--- config.mk ---
export PLATFORM = sky130hd
export DESIGN_NAME = uart_ahb_master
export DESIGN_NICKNAME = d
export VERILOG_FILES = /design/src/rtl/uart_ahb_pkg.sv /design/src/rtl/uart_ahb_tx_ser.sv /design/src/rtl/uart_ahb_master.sv
export SDC_FILE = /design/constraint.sdc
export NUM_CORES = 1
export LEC_CHECK = 0
export CAP_MARGIN = 20
export CORE_MARGIN = 5
export CORE_UTILIZATION = 47
export DETAILED_ROUTE_END_ITERATION = 10
export PLACE_DENSITY = 0.75
export RECOVER_POWER = 50
export SKIP_CTS_REPAIR_TIMING = 1
export SYNTH_ARGS = -nofsm -noshare
export SYNTH_HDL_FRONTEND = slang
export SYNTH_SLANG_ARGS = --single-unit
--- constraint.sdc ---
create_clock -name clk -period 1.9 [get_ports clk]
set_input_delay 0.475 -clock clk [delete_from_list [all_inputs] [get_ports clk]]
set_output_delay 0.475 -clock clk [all_outputs]
set_load 0.01 [all_outputs]
--- src/rtl/uart_ahb_pkg.sv ---
// Shared definitions for the UART-to-AHB command bridge: FSM states, opcode and
// response bytes, AHB transfer types and the fixed 32-bit bus widths.
`ifndef AHB_ADDR_WIDTH
`define AHB_ADDR_WIDTH 32
`endif
`ifndef AHB_DATA_WIDTH
`define AHB_DATA_WIDTH 32
`endif

package uart_ahb_pkg;

  typedef enum logic [2:0] {
    IDLE  = 3'd0,
    ADDR  = 3'd1,
    DATA  = 3'd2,
    AHB_A = 3'd3,
    AHB_D = 3'd4,
    RESP  = 3'd5
  } state_e;

  localparam logic [7:0] OP_WRITE = 8'h57;  // 'W'
  localparam logic [7:0] OP_READ  = 8'h52;  // 'R'
  localparam logic [7:0] RSP_OK   = 8'h4B;  // 'K'
  localparam logic [7:0] RSP_ERR  = 8'h45;  // 'E'
  localparam logic [7:0] RSP_BAD  = 8'h3F;  // '?'
  localparam logic [7:0] RSP_TMO  = 8'h54;  // 'T'

  localparam logic [1:0] HTRANS_IDLE   = 2'b00;
  localparam logic [1:0] HTRANS_NONSEQ = 2'b10;

  localparam int unsigned RESP_BYTES = 5;

endpackage

--- src/rtl/uart_ahb_tx_ser.sv ---
// Response serialiser: loads up to five bytes (MSB first) and presents them one
// at a time on a valid/ready handshake; done_o pulses as the last byte leaves.
module uart_ahb_tx_ser
  import uart_ahb_pkg::*;
(
  input  logic                      clk,
  input  logic                      rst,
  input  logic                      load_i,
  input  logic [8*RESP_BYTES-1:0]   bytes_i,
  input  logic [2:0]                len_i,
  input  logic                      tx_ready_i,
  output logic                      tx_valid_o,
  output logic [7:0]                tx_data_o,
  output logic                      done_o
);

  logic [8*(RESP_BYTES-1)-1:0] buf_q;
  logic [2:0]                  left_q;
  logic                        valid_q;
  logic [7:0]                  data_q;

  always_ff @(posedge clk) begin
    if (rst) begin
      buf_q   <= '0;
      left_q  <= '0;
      valid_q <= 1'b0;
      data_q  <= '0;
    end else if (load_i) begin
      data_q  <= bytes_i[8*RESP_BYTES-1 -: 8];
      buf_q   <= bytes_i[8*(RESP_BYTES-1)-1:0];
      left_q  <= len_i;
      valid_q <= (len_i != 3'd0);
    end else if (valid_q && tx_ready_i) begin
      if (left_q == 3'd1) begin
        valid_q <= 1'b0;
        left_q  <= '0;
      end else begin
        data_q  <= buf_q[8*(RESP_BYTES-1)-1 -: 8];
        buf_q   <= {buf_q[8*(RESP_BYTES-2)-1:0], 8'h00};
        left_q  <= left_q - 3'd1;
      end
    end
  end

  assign tx_valid_o = valid_q;
  assign tx_data_o  = data_q;
  assign done_o     = valid_q & tx_ready_i & (left_q == 3'd1);

endmodule

--- src/rtl/uart_ahb_master.sv ---
// UART command frames ('W'/'R' + address [+ data]) turned into single AHB
// transfers with a short byte response. Optional idle timeout: UART_AHB_MASTER_TIMEOUT_EN.
`ifndef AHB_ADDR_WIDTH
`define AHB_ADDR_WIDTH 32
`endif
`ifndef AHB_DATA_WIDTH
`define AHB_DATA_WIDTH 32
`endif

module uart_ahb_master
  import uart_ahb_pkg::*;
#(
  parameter int unsigned TIMEOUT_CYCLES = 100000
) (
  input  logic                       clk,
  input  logic                       rst,
  input  logic                       rx_valid,
  input  logic [7:0]                 rx_data,
  output logic                       rx_ready,
  output logic                       tx_valid,
  output logic [7:0]                 tx_data,
  input  logic                       tx_ready,
  output logic [1:0]                 htrans,
  output logic [`AHB_ADDR_WIDTH-1:0] haddr,
  output logic                       hwrite,
  output logic [`AHB_DATA_WIDTH-1:0] hwdata,
  input  logic                       hready,
  input  logic                       hresp,
  input  logic [`AHB_DATA_WIDTH-1:0] hrdata
);

  localparam int AW = `AHB_ADDR_WIDTH;
  localparam int DW = `AHB_DATA_WIDTH;

  if (TIMEOUT_CYCLES < 2 || TIMEOUT_CYCLES > 32'h00FF_FFFF) begin : g_bad_timeout
    $error("TIMEOUT_CYCLES must lie in 2..2^24-1");
  end

  state_e            state_q, state_d;
  logic [1:0]        cnt_q, cnt_d;
  logic              is_write_q, is_write_d;
  logic [AW-1:0]     addr_q, addr_d;
  logic [DW-1:0]     data_q, data_d;
  logic              rx_ready_q;
  logic [AW-1:0]     haddr_q;
  logic              hwrite_q;
  logic [DW-1:0]     hwdata_q;

  logic              rx_fire;
  logic              timeout_hit;
  logic              load;
  logic [8*RESP_BYTES-1:0] load_bytes;
  logic [2:0]        load_len;
  logic              tx_done;

  assign rx_fire = rx_valid & rx_ready_q;

`ifdef UART_AHB_MASTER_TIMEOUT_EN
  logic [23:0] idle_cnt_q;
  logic        in_frame;

  assign in_frame = (state_q == ADDR) || (state_q == DATA);

  always_ff @(posedge clk) begin
    if (rst || !in_frame || rx_fire) idle_cnt_q <= '0;
    else                              idle_cnt_q <= idle_cnt_q + 24'd1;
  end

  assign timeout_hit = in_frame && !rx_fire && (idle_cnt_q == 24'(TIMEOUT_CYCLES - 1));
`else
  assign timeout_hit = 1'b0;
`endif

  // NOTE: every signal written here gets a default first, so no latch is inferred.
  always_comb begin
    state_d    = state_q;
    cnt_d      = cnt_q;
    is_write_d = is_write_q;
    addr_d     = addr_q;
    data_d     = data_q;
    load       = 1'b0;
    load_bytes = '0;
    load_len   = 3'd0;
    case (state_q)
      IDLE: begin
        if (rx_fire) begin
          if (rx_data == OP_WRITE || rx_data == OP_READ) begin
            is_write_d = (rx_data == OP_WRITE);
            cnt_d      = 2'd0;
            state_d    = ADDR;
          end else begin
            load       = 1'b1;
            load_bytes = {RSP_BAD, 32'h0};
            load_len   = 3'd1;
            state_d    = RESP;
          end
        end
      end
      ADDR, DATA: begin
        if (rx_fire) begin
          if (state_q == ADDR) addr_d = {addr_q[AW-9:0], rx_data};
          else                 data_d = {data_q[DW-9:0], rx_data};
          cnt_d = cnt_q + 2'd1;
          if (cnt_q == 2'd3) begin
            state_d = (state_q == ADDR && is_write_q) ? DATA : AHB_A;
          end
        end else if (timeout_hit) begin
          load       = 1'b1;
          load_bytes = {RSP_TMO, 32'h0};
          load_len   = 3'd1;
          state_d    = RESP;
        end
      end
      AHB_A: begin
        if (hready) state_d = AHB_D;
      end
      AHB_D: begin
        if (hready) begin
          load    = 1'b1;
          state_d = RESP;
          if (hresp) begin
            load_bytes = {RSP_ERR, 32'h0};
            load_len   = 3'd1;
          end else if (is_write_q) begin
            load_bytes = {RSP_OK, 32'h0};
            load_len   = 3'd1;
          end else begin
            load_bytes = {RSP_OK, hrdata};
            load_len   = 3'd5;
          end
        end
      end
      RESP: begin
        if (tx_done) state_d = IDLE;
      end
      default: state_d = IDLE;
    endcase
  end

  // NOTE: state is updated with non-blocking assignments; the reset is synchronous,
  // so it is just the first branch of the clocked block.
  always_ff @(posedge clk) begin
    if (rst) begin
      state_q    <= IDLE;
      cnt_q      <= '0;
      is_write_q <= 1'b0;
      addr_q     <= '0;
      data_q     <= '0;
      rx_ready_q <= 1'b0;
      haddr_q    <= '0;
      hwrite_q   <= 1'b0;
      hwdata_q   <= '0;
    end else begin
      state_q    <= state_d;
      cnt_q      <= cnt_d;
      is_write_q <= is_write_d;
      addr_q     <= addr_d;
      data_q     <= data_d;
      rx_ready_q <= (state_d == IDLE) || (state_d == ADDR) || (state_d == DATA);
      // Bus address/direction only change when a new transfer starts.
      if (state_d == AHB_A && state_q != AHB_A) begin
        haddr_q  <= addr_d;
        hwrite_q <= is_write_q;
      end
      if (state_q == AHB_A && hready) hwdata_q <= data_q;
    end
  end

  uart_ahb_tx_ser u_tx_ser (
    .clk        (clk),
    .rst        (rst),
    .load_i     (load),
    .bytes_i    (load_bytes),
    .len_i      (load_len),
    .tx_ready_i (tx_ready),
    .tx_valid_o (tx_valid),
    .tx_data_o  (tx_data),
    .done_o     (tx_done)
  );

  assign rx_ready = rx_ready_q;
  assign htrans   = (state_q == AHB_A) ? HTRANS_NONSEQ : HTRANS_IDLE;
  assign haddr    = haddr_q;
  assign hwrite   = hwrite_q;
  assign hwdata   = hwdata_q;

endmodule

==> impl_metrics.yaml <==
synth:
  yosys_warnings: 0
  ys_ff_latch: 180
  synthesis.area_mm2: 0.00710
  synth_cells: 757
  synth_ff_type: "dfxtp_1"
  yosysSeqAreaShare: 0.508
  async_flop_share: 0
  synth_top_area_frac: 0.508
  postSynthAreaPerCell_um2: 9.37
  synth-edff-count: 0
  synth_area_leaders: "dfxtp_1, nand2_1, mux2_4"
  synth_top_cell_by_area: "dfxtp_1"
  synth_nets: 806
  synth_cell_types: 42
detailed_routing:
  wire_per_inst_um: 15.7
  wirelength_um: 17500
  dr_total_vias: 5759
  drcViolationCount: 0
  viasPerCell: 5.16
  first_iter_violations: 402
  firstDrtPassIters: 4
  drtAntennaViolNets: 0
grt:
  grt.overflow.total: 0
  antenna_found_initial: 0
  grt_pass1_vias: 5385
  grt_max_degree: 67
  track_usage: 0.186
  grt_pass1_wl_um: 26800
clock_tree:
  numCtsBuffers: 17
  cts_tree: "yes"
  cts_root_buf: "clkbuf_16"
  clk_latency_ns: 0.43
  clk_pin_slew_ns: 0.06
  htreeDepth: 4
  cts_buffer_depth: 2
  cts.sinks: 180
critical_path:
  critPathLaunchType: "flip-flop"
  crit_buf_inv: 1
  cp-end-kind: "flip-flop"
  worstPathMaxFanout: 9
  max_stage_delay_ns: 0.50
  worstPathCellList: "nand4bb_1, a21oi_2, a211oi_2, or3b_4, clkbuf_16, mux2_4"
  path_class: "reg -> reg"
  path_delay_family: "simple AND/OR/NAND/NOR gates"
  arrival_ns: 2.27
  required_ns: 2.21
  slowest_stage: "or3b_4"
pwr:
  ir_worst_vdd_uv: 642
  switchingPower_uw: 1900
  p_int_uw: 6490
  totalPowerFinal_uw: 8390
  power_frac_comb: 0.104
  power.share.sequential: 0.463
  power_density_mw_per_mm2: 841
  p_leak_uw: 0.00385
  swShare: 0.227
  clkPwrFrac: 0.433
floorplanning:
  die_x_um: 133
  core_mm2: 0.0150
  io_pins: 123
  rows: 45
  start_util: 0.474
  die_h_um: 133
  die_area_mm2: 0.0177
status:
  outcome: "finished, violations left"
  violations: "setup timing"
layout:
  design_area_mm2: 0.00997
  nNetsFinal: 966
  n_antenna_cell: 0
  fillCellCount: 1185
  final_layout_size_suffix_gt1_frac: 0.219
  syn2layout_area_growth_pct: 40.5
  final_core_util: 0.666
sta:
  max_freq_mhz: 510
  skew_ns: 0.00924
  worst_slack_ns: -0.0623
  hold_viol_final: 0
  slew_violations: 0
  fin_crit_ns: 1.96
  final.setup.tns_ns: -1.14
  rsz0062_at_grt: "yes"
  period_share: 1.03
  setup_viol: 29
placed_design:
  placed_cell_area_mm2: 0.00893
  hpwlAfterDp_um: 11200
  dp_slack_ns: -0.888
  portBuffers: 121
  routabilityCongestion: 0.812
flow_run:
  maxCapViolCount: 0
hold_path:
  min_path_type: "reg -> reg"
worst paths after layout:
kind	startpoint	to	slack, ns	cells after the start
worst max-delay path	state_q[1]	haddr[3]	-0.06	6
worst min-delay path	hwdata[23]	hwdata[23]	0.45	2
worst max register to register	state_q[1]	haddr[3]	-0.06	6
worst min register to register	hwdata[23]	hwdata[23]	0.45	2
cells in the mapped netlist (5+ instances only):
library cell,count
dfxtp_1,180
nand2_1,141
nor2_1,81
a21oi_1,80
mux2i_1,36
nor2b_1,34
clkbuf_1,32
a22oi_1,31
mux2_2,30
mux2_4,29
nor3_1,11
buf_2,10
buf_1,5
buf_4,5
stage by stage:
stage | instances | hold slack (ns)
floorplan | 757 | 0.432
CTS | 1102 | 0.454
global placement | 1071 | 0.441
detailed placement | 1071 | 0.445
finish | 1117 | 0.451
global route | 1117 | 0.473
worst reg2reg max path, stage by stage (launching register included):
cell and delay (ns):
dfxtp_4 0.37, nand4bb_1 0.22, a21oi_2 0.19, a211oi_2 0.06, or3b_4 0.50, clkbuf_16 0.22
mux2_4 0.30
sequential cells by signal (all words and copies together), names as in the netlist:
| name | count |
|---|---|
| u_tx_ser.left_q | 3 |
| hwdata | 32 |
| addr_q | 32 |
| state_q | 3 |
| u_tx_ser.buf_q | 32 |
| u_tx_ser.tx_valid_o | 1 |
| is_write_q | 1 |
| data_q | 32 |
| rx_ready | 1 |
| cnt_q | 2 |
| u_tx_ser.tx_data_o | 8 |
| haddr | 32 |
| hwrite | 1 |
layer usage:
metal,share of wire,vias up,GRT usage,routed length (um)
met4,0.017,0,0.0676,299
met5,0,-,0,0
li1,-,2884,-,-
met2,0.49,124,0.307,8610
met1,0.46,2729,0.239,8000
met3,0.036,22,0.0418,623
power groups by stage:
stage | sequential [uW] | clock (uW) | combinational, uW
floorplan | 3960 | 0 | 360
global placement | 3960 | 0 | 735
detailed placement | 3960 | 0 | 742
CTS | 3880 | 3700 | 746
global route | 3890 | 3880 | 932
finish | 3890 | 3630 | 869
logic make-up after synthesis:
logic type	after synthesis	synth area share
AOI/OAI and AO/OA	129	0.108
buffers and inverters	59	0.0388
and+or+nand+nor	289	0.179
adders and majority gates	3	0.00529
DFF	180	0.508
muxes	95	0.160
other	1	0.000528
xor gates and xnor gates	1	0.00123
final cells by class:
class                   count  area (um^2)  area share
inverters                   4         15.0     0.00151
multi-input cells         518         3370       0.338
clock buffers              21          470      0.0472
clock inverters            10          148      0.0148
flip-flops and latches    180         3620       0.363
repair buffers            196         2110       0.212
well taps                 188          235      0.0236
placed cells by master, fill, tap and decap left out, types with 4 or more instances in the layout:
master / count
clkbuf_16: 23
nand2_1: 140
nor2_1: 77
a22oi_1: 20
dfxtp_1: 176
a21oi_1: 79
buf_4: 50
dlymetal6s2s_1: 11
mux2_2: 30
clkdlybuf4s50_1: 109
buf_12: 15
nor3_1: 9
mux2_4: 29
inv_1: 4
mux2i_1: 36
nor2b_1: 32
a22oi_2: 11
No activity file was read; power rests on OpenSTA's default activity.
==> edit (config.mk and constraints unchanged) <==
Build with the macro `UART_AHB_MASTER_TIMEOUT_EN` defined.
--- a/src/rtl/uart_ahb_master.sv
+++ b/src/rtl/uart_ahb_master.sv
@@ -1,4 +1,6 @@
 // UART command frames ('W'/'R' + address [+ data]) turned into single AHB
 // transfers with a short byte response. Optional idle timeout: UART_AHB_MASTER_TIMEOUT_EN.
+`define UART_AHB_MASTER_TIMEOUT_EN
+
 `ifndef AHB_ADDR_WIDTH
 `define AHB_ADDR_WIDTH 32
Check against the original RTL: no difference found for any inputs over 4 cycles, from zero or initial values and one cycle with rst high; that may be too few to reach the edited logic, so the function may still have changed.
==> edit against the unedited design <==
The flow still finishes with violations (setup timing); total power rose by 25%; critical path depth rose by 1; first-iteration DRC count rose by 16%; final area rose by 21%; setup slack got worse by 0.091 ns; sequential cell count rose by 24; routed wire length rose by 33%; largest cell class is now multi-input gates; synthesized area rose by 15%.
==> edit: results (changes against the unedited design) <==
| Metric | Value |
|---|---|
| Pre-CTS WS | -0.7574 ns (+0.1311 ns) |
| XOR/XNOR Fraction of Synth Area | 2.472% (+2.3 points) |
| Violated checks | setup timing |
| Synth area leaders | dfxtp_1 50%, nand2_1 11%, a21oi_1 6.6% |
| Synth Area in Compound Gates | 12.45% (+1.7 points) |
| First-pass GRT wire length | 33.26 mm (+24%) |
| Iter 0 DRT Violations | 466 (+16%) |
| Avg WL per Cell | 16.80 µm (+7.1%) |
| Post-synthesis mux area share | 5.235% (-11 points) |
| Setup WS post-layout | -0.1535 ns (-0.09120 ns) |
| Average cell area after synthesis | 8.652 µm² (-7.7%) |
| H-tree Lvls | 1 (-3) |
| GRT Resource Usage Total | 19.69% (+1.1 points) |
| Routability congestion estimate from global placement | 0.8666 (+6.8%) |
| Outcome | complete, but fails checks |
| DR vias | 7,346 (+28%) |
| Critical Path Max Stage Delay | 0.61 ns (+0.11 ns) |
| Largest net degree at the start of global routing | 104 (+55%) |
| DR pass1 iterations | 5 (+1) |
| CP max FO | 6 (-3) |
| Arr. time, crit path | 2.51 ns (+0.24 ns) |
| Share of cells above drive strength 1 | 25.41% (+3.6 points) |
| Clock latency on the worst-skew pair | 0.52 ns (+0.09 ns) |
| Post-DP HPWL | 13.93 mm (+24%) |
| Post-Route WL | 23.36 mm (+33%) |
| CTS Buf Count | 22 (+5) |
| P_leak | 5.191 nW (+35%) |
| Worst Skew | 0.02926 ns (+0.02002 ns) |
| Vias in the first global route | 6,804 (+26%) |
| Synth Area in Adders | 0.6141% (+0.085 points) |
| Placed insts | 1,324 (+24%) |
| Seq/Total Area, Yosys | 50.11% (-0.68 points) |
| Setup violation total in the final timing report | 73 (+150%) |
| Placed cell areas | 10,340 µm² (+16%) |
| Final Net Count | 1,199 (+24%) |
| Max Buffers Root-to-Sink | 3 (+1) |
| Worst hold path class | in2reg |
| Peak supply drop | 621.2 µV (-3.2%) |
[edit: changes by cell type after synthesis, sizes merged, moves of 23 or more]
| cell | change |
|---|---|
| mux2i | -35 |
| dfxtp | +24 |
| mux2 | -25 |
| a2bb2oi | +23 |
| nand2 | +103 |
| a22oi | -31 |
| a21oi | +28 |
| or4 | +27 |
[edit: per-stage QoR]
stage | utilization [%] | setup TNS [ns]
6_report | 70.43 | -7.677
5_1_grt | 70.43 | -12.33
4_1_cts | 64.96 | -10.27
3_5_place_dp | 60.23 | -54.55
3_3_place_gp | 60.23 | -52.42
2_1_floorplan | - | -0.9273
[edit: cell type report]
cell class	instances	area, µm²
clock buffer	31	654.4
multi-input combinational	664	4257
sequential	204	4101
inverter	12	45.04
fill	1243	5079
timing repair buffer	245	2600
clock inverter	9	158.9
tap	225	281.5
[edit: critical path: cells and delay by family, from the launching register on]
kind	cells	cell delay, ns
buf+inv	2	0.36
simple gates	3	0.89
xor+xnor	1	0.15
flops	1	0.44
compound gates	1	0.14
[edit: cell families (layout without fill, tap and decap cells)]
logic type	after synthesis	in the layout
AND/OR/NAND/NOR	436	437
flip-flops	204	204
AO/OA/AOI/OAI	164	164
buffers and inverters	75	297
multiplexers	35	35
XOR/XNOR	23	23
adder cells (fa/ha/maj)	4	4
other	1	1
[edit: worst paths after layout]
| check | cells past startpoint | end | from | slack, ns |
|---|---|---|---|---|
| worst max register to register | 7 | u_tx_ser.buf_q[26]$_SDFFE_PP0P_ | state_q[1]$_SDFF_PP0_ | -0.15 |
| worst min register to register | 2 | hwdata[24]$_SDFFE_PP0P_ | hwdata[24]$_SDFFE_PP0P_ | 0.45 |
| worst max-delay path | 7 | u_tx_ser.buf_q[26]$_SDFFE_PP0P_ | state_q[1]$_SDFF_PP0_ | -0.15 |
| worst min-delay path | 4 | data_q[7]$_SDFFE_PP0P_ | rx_data[7] | 0.39 |
[edit: layer usage]
| metal | routed length (µm) | global-route usage [%] |
|---|---|---|
| met1 | 9648 | 25.49 |
| met2 | 11880 | 34.37 |
| met3 | 1380 | 3.707 |
| met4 | 451 | 4.040 |
| met5 | 0 | 0 |
[edit: where the power goes]
group	total, W	switching [W]	internal [W]
sequential	0.00453	0.000115	0.00441
clock	0.00472	0.00177	0.00295
combinational	0.00128	0.000534	0.000743
total	0.0105	0.00242	0.00810
